File: config.mk
export PLATFORM = sky130hd
export DESIGN_NAME = sdram_apb_arb
export DESIGN_NICKNAME = d
export VERILOG_FILES = /design/src/rtl/sdram_arb_pkg.sv /design/src/rtl/rr_arb2.sv /design/src/rtl/sdram_apb_arb.sv
export SDC_FILE = /design/constraint.sdc
export NUM_CORES = 1
export LEC_CHECK = 0
export BUFFER_PORTS_ARGS = -buffer_cell sky130_fd_sc_hd__buf_2
export CAP_MARGIN = 20
export CORE_AREA = 2 2 128 130
export DETAILED_ROUTE_END_ITERATION = 10
export DIE_AREA = 0 0 130 132
export GPL_ROUTABILITY_DRIVEN = 0
export PLACE_DENSITY = 0.41
export SLEW_MARGIN = 40
export SYNTH_ARGS = -nofsm -noshare
export SYNTH_HDL_FRONTEND = slang
export SYNTH_HIERARCHICAL = 1
export SYNTH_SLANG_ARGS = --single-unit
File: constraint.sdc
create_clock -name clock -period 1.3 [get_ports clock]
set_input_delay 0 -clock clock [delete_from_list [all_inputs] [get_ports clock]]
set_output_delay 0 -clock clock [all_outputs]
set_load 0.01 [all_outputs]
File: src/rtl/sdram_arb_pkg.sv
// Shared definitions for the two-port APB arbiter in front of the SDRAM APB slave.
//   arb_state_t : downstream transfer phase (idle, APB setup, APB access)
//   PRIO_RR     : round-robin arbitration between m0 and m1
//   PRIO_FIXED  : fixed priority, m0 always wins a tie
package sdram_arb_pkg;

    typedef enum logic [1:0] {
        StIdle   = 2'd0,
        StSetup  = 2'd1,
        StAccess = 2'd2
    } arb_state_t;

    localparam int unsigned PRIO_RR    = 0;
    localparam int unsigned PRIO_FIXED = 1;

    // One-hot grant codes; bit N is port mN.
    localparam logic [1:0] GRANT_NONE = 2'b00;
    localparam logic [1:0] GRANT_M0   = 2'b01;
    localparam logic [1:0] GRANT_M1   = 2'b10;

endpackage

File: src/rtl/rr_arb2.sv
// Combinational two-way arbiter.
//   req   : request vector, bit N is port mN
//   last  : port granted most recently (0 = m0, 1 = m1)
//   mode  : 0 = round-robin, 1 = fixed priority with m0 highest
//   grant : one-hot grant, all zero when nothing is requested
module rr_arb2
    import sdram_arb_pkg::*;
(
    input  logic [1:0] req,
    input  logic       last,
    input  logic       mode,
    output logic [1:0] grant
);

    always_comb begin
        grant = GRANT_NONE;
        unique case (req)
            2'b01: grant = GRANT_M0;
            2'b10: grant = GRANT_M1;
            2'b11: begin
                if (mode) begin
                    grant = GRANT_M0;
                end else begin
                    // On a tie the port that was not served last goes next.
                    grant = last ? GRANT_M0 : GRANT_M1;
                end
            end
            default: grant = GRANT_NONE;
        endcase
    end

endmodule

File: src/rtl/sdram_apb_arb.sv
// Two-requester APB arbiter driving a single SDRAM APB slave port.
//   clock, reset          : single clock, asynchronous active-high reset
//   m0_* / m1_*           : upstream APB requester ports (psel marks a request)
//   out_*                 : downstream APB master port towards the SDRAM slave
//   grant_o               : one-hot owner of the current transfer, 0 while idle
// Each transfer runs IDLE -> SETUP -> ACCESS (until out_pready) -> IDLE, so the
// grant is only decided in IDLE and stays frozen for the whole transfer.
module sdram_apb_arb
    import sdram_arb_pkg::*;
#(
    parameter int unsigned PRIO_MODE = 0,
    parameter int unsigned ADDR_W    = 32
) (
    input  logic              clock,
    input  logic              reset,

    input  logic [ADDR_W-1:0] m0_paddr,
    input  logic              m0_psel,
    input  logic              m0_penable,
    input  logic              m0_pwrite,
    input  logic [2:0]        m0_pprot,
    input  logic [31:0]       m0_pwdata,
    input  logic [3:0]        m0_pstrb,
    output logic              m0_pready,
    output logic              m0_pslverr,
    output logic [31:0]       m0_prdata,

    input  logic [ADDR_W-1:0] m1_paddr,
    input  logic              m1_psel,
    input  logic              m1_penable,
    input  logic              m1_pwrite,
    input  logic [2:0]        m1_pprot,
    input  logic [31:0]       m1_pwdata,
    input  logic [3:0]        m1_pstrb,
    output logic              m1_pready,
    output logic              m1_pslverr,
    output logic [31:0]       m1_prdata,

    output logic [ADDR_W-1:0] out_paddr,
    output logic              out_psel,
    output logic              out_penable,
    output logic [2:0]        out_pprot,
    output logic              out_pwrite,
    output logic [31:0]       out_pwdata,
    output logic [3:0]        out_pstrb,
    input  logic              out_pready,
    input  logic              out_pslverr,
    input  logic [31:0]       out_prdata,

    output logic [1:0]        grant_o
);

    arb_state_t  state_q, state_d;
    logic [1:0]  grant_q, grant_d;
    logic        last_q, last_d;     // 1 = m1 was granted most recently
    logic [1:0]  req;
    logic [1:0]  arb_grant;
    logic        m0_active, m1_active;

    // The arbiter keys purely off psel; penable is an upstream protocol detail.
    logic unused_penable;
    assign unused_penable = m0_penable ^ m1_penable;

    assign req = {m1_psel, m0_psel};

    rr_arb2 u_rr_arb2 (
        .req   (req),
        .last  (last_q),
        .mode  (PRIO_MODE == PRIO_FIXED),
        .grant (arb_grant)
    );

    // State, grant and last-grant registers.
    always_ff @(posedge clock or posedge reset) begin
        if (reset) begin
            state_q <= StIdle;
            grant_q <= GRANT_NONE;
            last_q  <= 1'b1;
        end else begin
            state_q <= state_d;
            grant_q <= grant_d;
            last_q  <= last_d;
        end
    end

    // Next-state logic: arbitration happens only in idle.
    always_comb begin
        state_d = state_q;
        grant_d = grant_q;
        last_d  = last_q;
        unique case (state_q)
            StIdle: begin
                if (|req) begin
                    grant_d = arb_grant;
                    last_d  = arb_grant[1];
                    state_d = StSetup;
                end
            end
            StSetup: begin
                state_d = StAccess;
            end
            StAccess: begin
                if (out_pready) begin
                    state_d = StIdle;
                    grant_d = GRANT_NONE;
                end
            end
            default: begin
                state_d = StIdle;
                grant_d = GRANT_NONE;
            end
        endcase
    end

    assign out_psel    = (state_q == StSetup) || (state_q == StAccess);
    assign out_penable = (state_q == StAccess);
    assign grant_o     = grant_q;

    // Downstream request mux; grant_q is all-zero in idle so every field reads 0.
    always_comb begin
        out_paddr  = '0;
        out_pprot  = 3'b000;
        out_pwrite = 1'b0;
        out_pwdata = 32'h0;
        out_pstrb  = 4'b0000;
        unique case (grant_q)
            GRANT_M0: begin
                out_paddr  = m0_paddr;
                out_pprot  = m0_pprot;
                out_pwrite = m0_pwrite;
                out_pwdata = m0_pwdata;
                out_pstrb  = m0_pstrb;
            end
            GRANT_M1: begin
                out_paddr  = m1_paddr;
                out_pprot  = m1_pprot;
                out_pwrite = m1_pwrite;
                out_pwdata = m1_pwdata;
                out_pstrb  = m1_pstrb;
            end
            default: begin
                out_paddr  = '0;
                out_pprot  = 3'b000;
                out_pwrite = 1'b0;
                out_pwdata = 32'h0;
                out_pstrb  = 4'b0000;
            end
        endcase
    end

    // Response routing. A granted port that has dropped psel mid-transfer sees
    // nothing: the downstream transfer still finishes, its response is dropped.
    assign m0_active = (state_q == StAccess) && grant_q[0] && m0_psel;
    assign m1_active = (state_q == StAccess) && grant_q[1] && m1_psel;

    assign m0_pready  = m0_active & out_pready;
    assign m0_pslverr = m0_active & out_pslverr;
    assign m0_prdata  = m0_active ? out_prdata : 32'h0;

    assign m1_pready  = m1_active & out_pready;
    assign m1_pslverr = m1_active & out_pslverr;
    assign m1_prdata  = m1_active ? out_prdata : 32'h0;

endmodule
# Word level (Yosys, flattened, before mapping)

Index checks and enable logic that the tools add are counted.

Bits in registers: 5
Output and inout bits: 144

Equal/unequal tests: 9
Mux-type cells: 14
Bitwise operators: 5
Reductions and logical operators: 10

Operators by type and width:

| cell                                                   | count |
|---|---|
| case mux 32 bit (2 select lines)                       | 2 |
| two-way mux 32 bit                                     | 2 |
| case mux 2 bit (3 select lines)                        | 3 |
| equality test 2 bit (second input constant)            | 4 |
| two-way mux 2 bit                                      | 4 |
| case mux 4 bit (2 select lines)                        | 1 |
| equality test 2 x 1 -> 1 bit (second input constant)   | 3 |
| case mux 3 bit (2 select lines)                        | 1 |
| AND 1 bit                                              | 4 |
| logical AND 1 bit                                      | 4 |
| AND reduction 2 bit                                    | 2 |
| AND reduction 3 bit                                    | 1 |
| logical NOT 2 bit                                      | 1 |
| inequality test 2 x 1 -> 1 bit (second input constant) | 1 |
| inequality test 2 bit (second input constant)          | 1 |
| case mux 1 bit (2 select lines)                        | 1 |
| OR reduction 2 bit                                     | 1 |
| logical OR 1 bit                                       | 1 |
| NOT 1 bit                                              | 1 |

# Depth between registers and ports, before layout

Word-level depth: 4
Gate-level depth with buffers: 6
Mapped depth without buffers: 5

# By module

The synthesis kept the hierarchy.

By module, submodules not included:

| module        | times used | cells an instance | area an instance (µm²) | seq. area each (µm²) |
|---|---|---|---|---|
| sdram_apb_arb | 1          | 272               | 1697.9                 | 126.4 |
| rr_arb2       | 1          | 4                 | 22.5                   | 0.0 |

# Worst setup path before layout

No wires, ideal clock.

Kind: reg-to-reg
From: register state_q[0]
To: register state_q[1]
Arrival time: 1.230 ns
Setup slack: -0.054 ns
Stages on the path, launching flop included: 6
Buffers on the path: 0
Cells stage by stage: dfrtp_1 -> inv_1 -> ha_1 -> nor2b_4 -> a21oi_1 -> mux2_2

Cells in the longest elaborated chain, start to end: 3

RTL lines:

| element                                  | line                | RTL |
|---|---|---|
| start: declaration                       | sdram_apb_arb.sv:53 | `arb_state_t state_q, state_d;` |
| start signal: assignment                 | sdram_apb_arb.sv:76 | `state_q <= StIdle;` |
| start signal: assignment                 | sdram_apb_arb.sv:80 | `state_q <= state_d;` |
| equality test 2 bit *                    | n/a                 |  |
| net out_penable                          | sdram_apb_arb.sv:41 | `output logic out_penable,` |
| inequality test 2 x 1 -> 1 bit (no line) | n/a                 |  |
| AND reduction 2 bit (no line)            | n/a                 |  |

Mark *: on every way through the listed nets, which the timed path passes. The rest lies on a longest branch.
A chain may end at the register's enable or synchronous reset.

# Worst setup path after layout

From: register grant_q[1] (netlist: grant_o[1])
To: output port out_pwdata[12]

Cells in the longest elaborated chain, start to end: 2

RTL lines:

| element                                                                    | line                 | RTL |
|---|---|---|
| start: declaration                                                         | sdram_apb_arb.sv:54  | `logic [1:0] grant_q, grant_d;` |
| start signal: assignment                                                   | sdram_apb_arb.sv:81  | `grant_q <= grant_d;` |
| equality test 2 bit / equality test 2 x 1 -> 1 bit (equally long branches) | sdram_apb_arb.sv:126 | `unique case (grant_q)` |
| case mux 32 bit (2 select lines) *                                         | sdram_apb_arb.sv:126 |  |
| end: declaration                                                           | sdram_apb_arb.sv:44  | `output logic [31:0] out_pwdata,` |

Every way passes the cells marked *; elsewhere a longest branch is shown, timed or not.

==> flow_summary.ini <==
[timing]
slew_violations = 0
skew_ps = 0.924
fin_crit_sh_pct = 122
min_period_ps = 1580
fmax_mhz = 633
setup_viol = 144
layout_setup_ws_ps = -280
hold_viol = 0
rsz0062_at_grt = true

[logic_synthesis]
synth_edf_count = 0
syn_inst = 276
synthArstFlopShare_pct = 100
ys_ff_latch = 5
synth_area_leader_cell = a22oi_1
syn_area_um2 = 1720
synth_top_area_share_pct = 31.4
synthTopCellsByArea = a22oi_1 31%, and2_1 24%, nor2_1 16%, dfrtp_1 5.8%, buf_2 4.9%
synthFlopType = dfrtp_1
avgSynthCellArea_um2 = 6.23
synth.distinct_cells = 23
yosys_warnings = 6
ys_seq_area_share_pct = 7.35

[detailed_routing]
wire_per_inst_um = 17.0
drtAntennaViolNets = 0
vias = 3401
drc_errors = 0
drt-initial-drc-count = 95
avgViaCountPerCell = 4.11
drt_pre_antenna_iters = 4
wl_mm = 14.1

[pwr]
p_leak_nw = 2.48
power.internal_mw = 3.72
swShare_pct = 48.3
net-switching-power_mw = 3.48
powerDensity_nw_per_um2 = 1480
ir_worst_vdd_uv = 700
seqPwrFrac_pct = 4.5
p_comb_share_pct = 88.5
pwr-share-clk_pct = 7.0

[floorplanning]
dieArea_um2 = 17200
die_w_um = 130
initial_core_util_pct = 10.9
fp-row-count = 46
coreArea_um2 = 15700
pin_count = 328
fp.dieH_um = 132

[finish]
drive_gt1_share_pct = 76.6
syn_to_final_growth_pct = 183
final_area_um2 = 4880
fin_util_pct = 31.0
final_cell_mix = 284 x buf_2, 74 x nor2_1, 52 x a22oi_2
mostFrequentLayoutCell = buf_2
fillers = 1729
finalNetCount = 801

[clock_network]
cts_root_buf = clkbuf_16
clkSlewWorstSetupHoldPaths_ps = 30
max-clock-path-buffers = 2
cts-buffers-inserted = 3
insertion_delay_ps = 230
cts_tree = yes
clkSinkCount = 5
cts_max_level = 1

[setup_path]
crit_family = buffers and inverters
required_ps = 1300
crit_type = flip-flop to output port
slowest_delay_ps = 390
crit_buf_inv = 3
end_kind = output port
cp_max_fo = 12
crit_chain = buf_4, ha_4, clkbuf_16, a22oi_2, nor2_1, buf_2
worstPathArrival_ps = 1580
start_kind = flip-flop
cp_slowest_cell = dfrtp_1
r2r_setup_slack_ps = -190

[global_route]
antenna_found_initial = 3
grt_max_degree = 38
grt_util_all_layers_pct = 14.2
gr-total-overflow = 0
grt_pass1_wl_mm = 19.1
grt_pass1_vias = 3462

[place]
place_area_um2 = 3660
dpl.hpwl_mm = 10.1
dp_slack_ps = -119
port_buffers = 325

[outcome]
status = finished, violations left
violations = negative setup slack

[run]
drv_cap = 0

[min_path]
min_path_type = input pin to flip-flop
-- cells in the mapped netlist (2+ instances only) --
master and instances:
buf_2 17, o21ai_0 2, a22o_1 2, clkbuf_1 7, dfrtp_1 4, inv_1 5
and2_2 2, nor2_1 74, and2_1 67, a22oi_1 72, mux2_2 2, ha_1 5
and3_1 2, clkbuf_2 6
-- final cells by class --
cell class | count | area (µm²) | share of cell area, %
repair buffers | 360 | 2510 | 51.5
diodes | 1 | 2.50 | 0.0513
flip-flops and latches | 5 | 128 | 2.62
well taps | 216 | 270 | 5.54
clock buffers | 4 | 78.8 | 1.62
inverters | 5 | 21.3 | 0.436
multi-input cells | 237 | 1860 | 38.2
-- metrics by stage --
step / power (mW) / TNS (ps) / hold WS [ps] / instances
5_1_grt: 7.74 / -41910 / 229 / 828
2_1_floorplan: 2.94 / 0 / -222 / 277
3_5_place_dp: 4.89 / -1930 / -79.5 / 800
3_3_place_gp: 4.94 / -1860 / -80.6 / 800
4_1_cts: 6.50 / -33830 / 195 / 822
6_report: 7.19 / -33920 / 218 / 828
-- what timing repair did --
item | in CTS | in global routing
setup endpoints to repair | 143 | 146
hold buffers | 1 | 0
resized for setup | 86 | 89
gates cloned | 8 | 4
buffers inserted | 9 | 2
endpoints found under the hold margin | 5 | 0
pin swaps | 25 | 31
-- flip-flops by register name, summed over array words and instances, names as in the netlist --
name     flops
grant_o      2
state_q      2
last_q       1
-- cells by family after synthesis --
family | Yosys count | synth area share, %
simple gates | 147 | 43.2
compound gates | 81 | 35.0
buf+inv | 35 | 9.31
fa+ha+maj | 5 | 3.64
flops | 5 | 7.35
mux | 2 | 1.31
other cells | 1 | 0.218
-- power groups by stage --
stage,clock network (mW),logic [mW],registers [mW]
after floorplan,0,2.64,0.306
after global placement,0,4.63,0.304
after detailed placement,0,4.59,0.305
after CTS,0.516,5.68,0.307
after global routing,0.522,6.88,0.334
final,0.505,6.37,0.322
-- final timing paths --
path | startpoint | to | depth (start not counted)
min | m1_psel | grant_o[0] | 3
max | grant_o[1] | out_pwdata[12] | 6
min reg2reg | state_q[1] | state_q[1] | 1
min in group asynchronous | reset | state_q[0] | 3
max reg2reg | state_q[1] | state_q[1] | 6
max in group asynchronous | reset | last_q | 3
-- layer usage --
layer / vias to the layer above / part of all wire [%] / track usage, %
met1: 1566 / 37 / 15.7
li1: 1627 / - / -
met4: 2 / 0.28 / 1.37
met3: 4 / 8.5 / 2.72
met2: 202 / 54 / 28.3
met5: - / 0.092 / 0
-- worst reg2reg max path, delay by kind of cell (launching register included) --
kind | cells | cell delay (ps)
fa+ha+maj | 1 | 180
mux | 1 | 300
buf+inv | 2 | 210
flops | 1 | 420
compound gates | 1 | 120
simple gates | 1 | 130
Power figures use the tool's default switching activity.
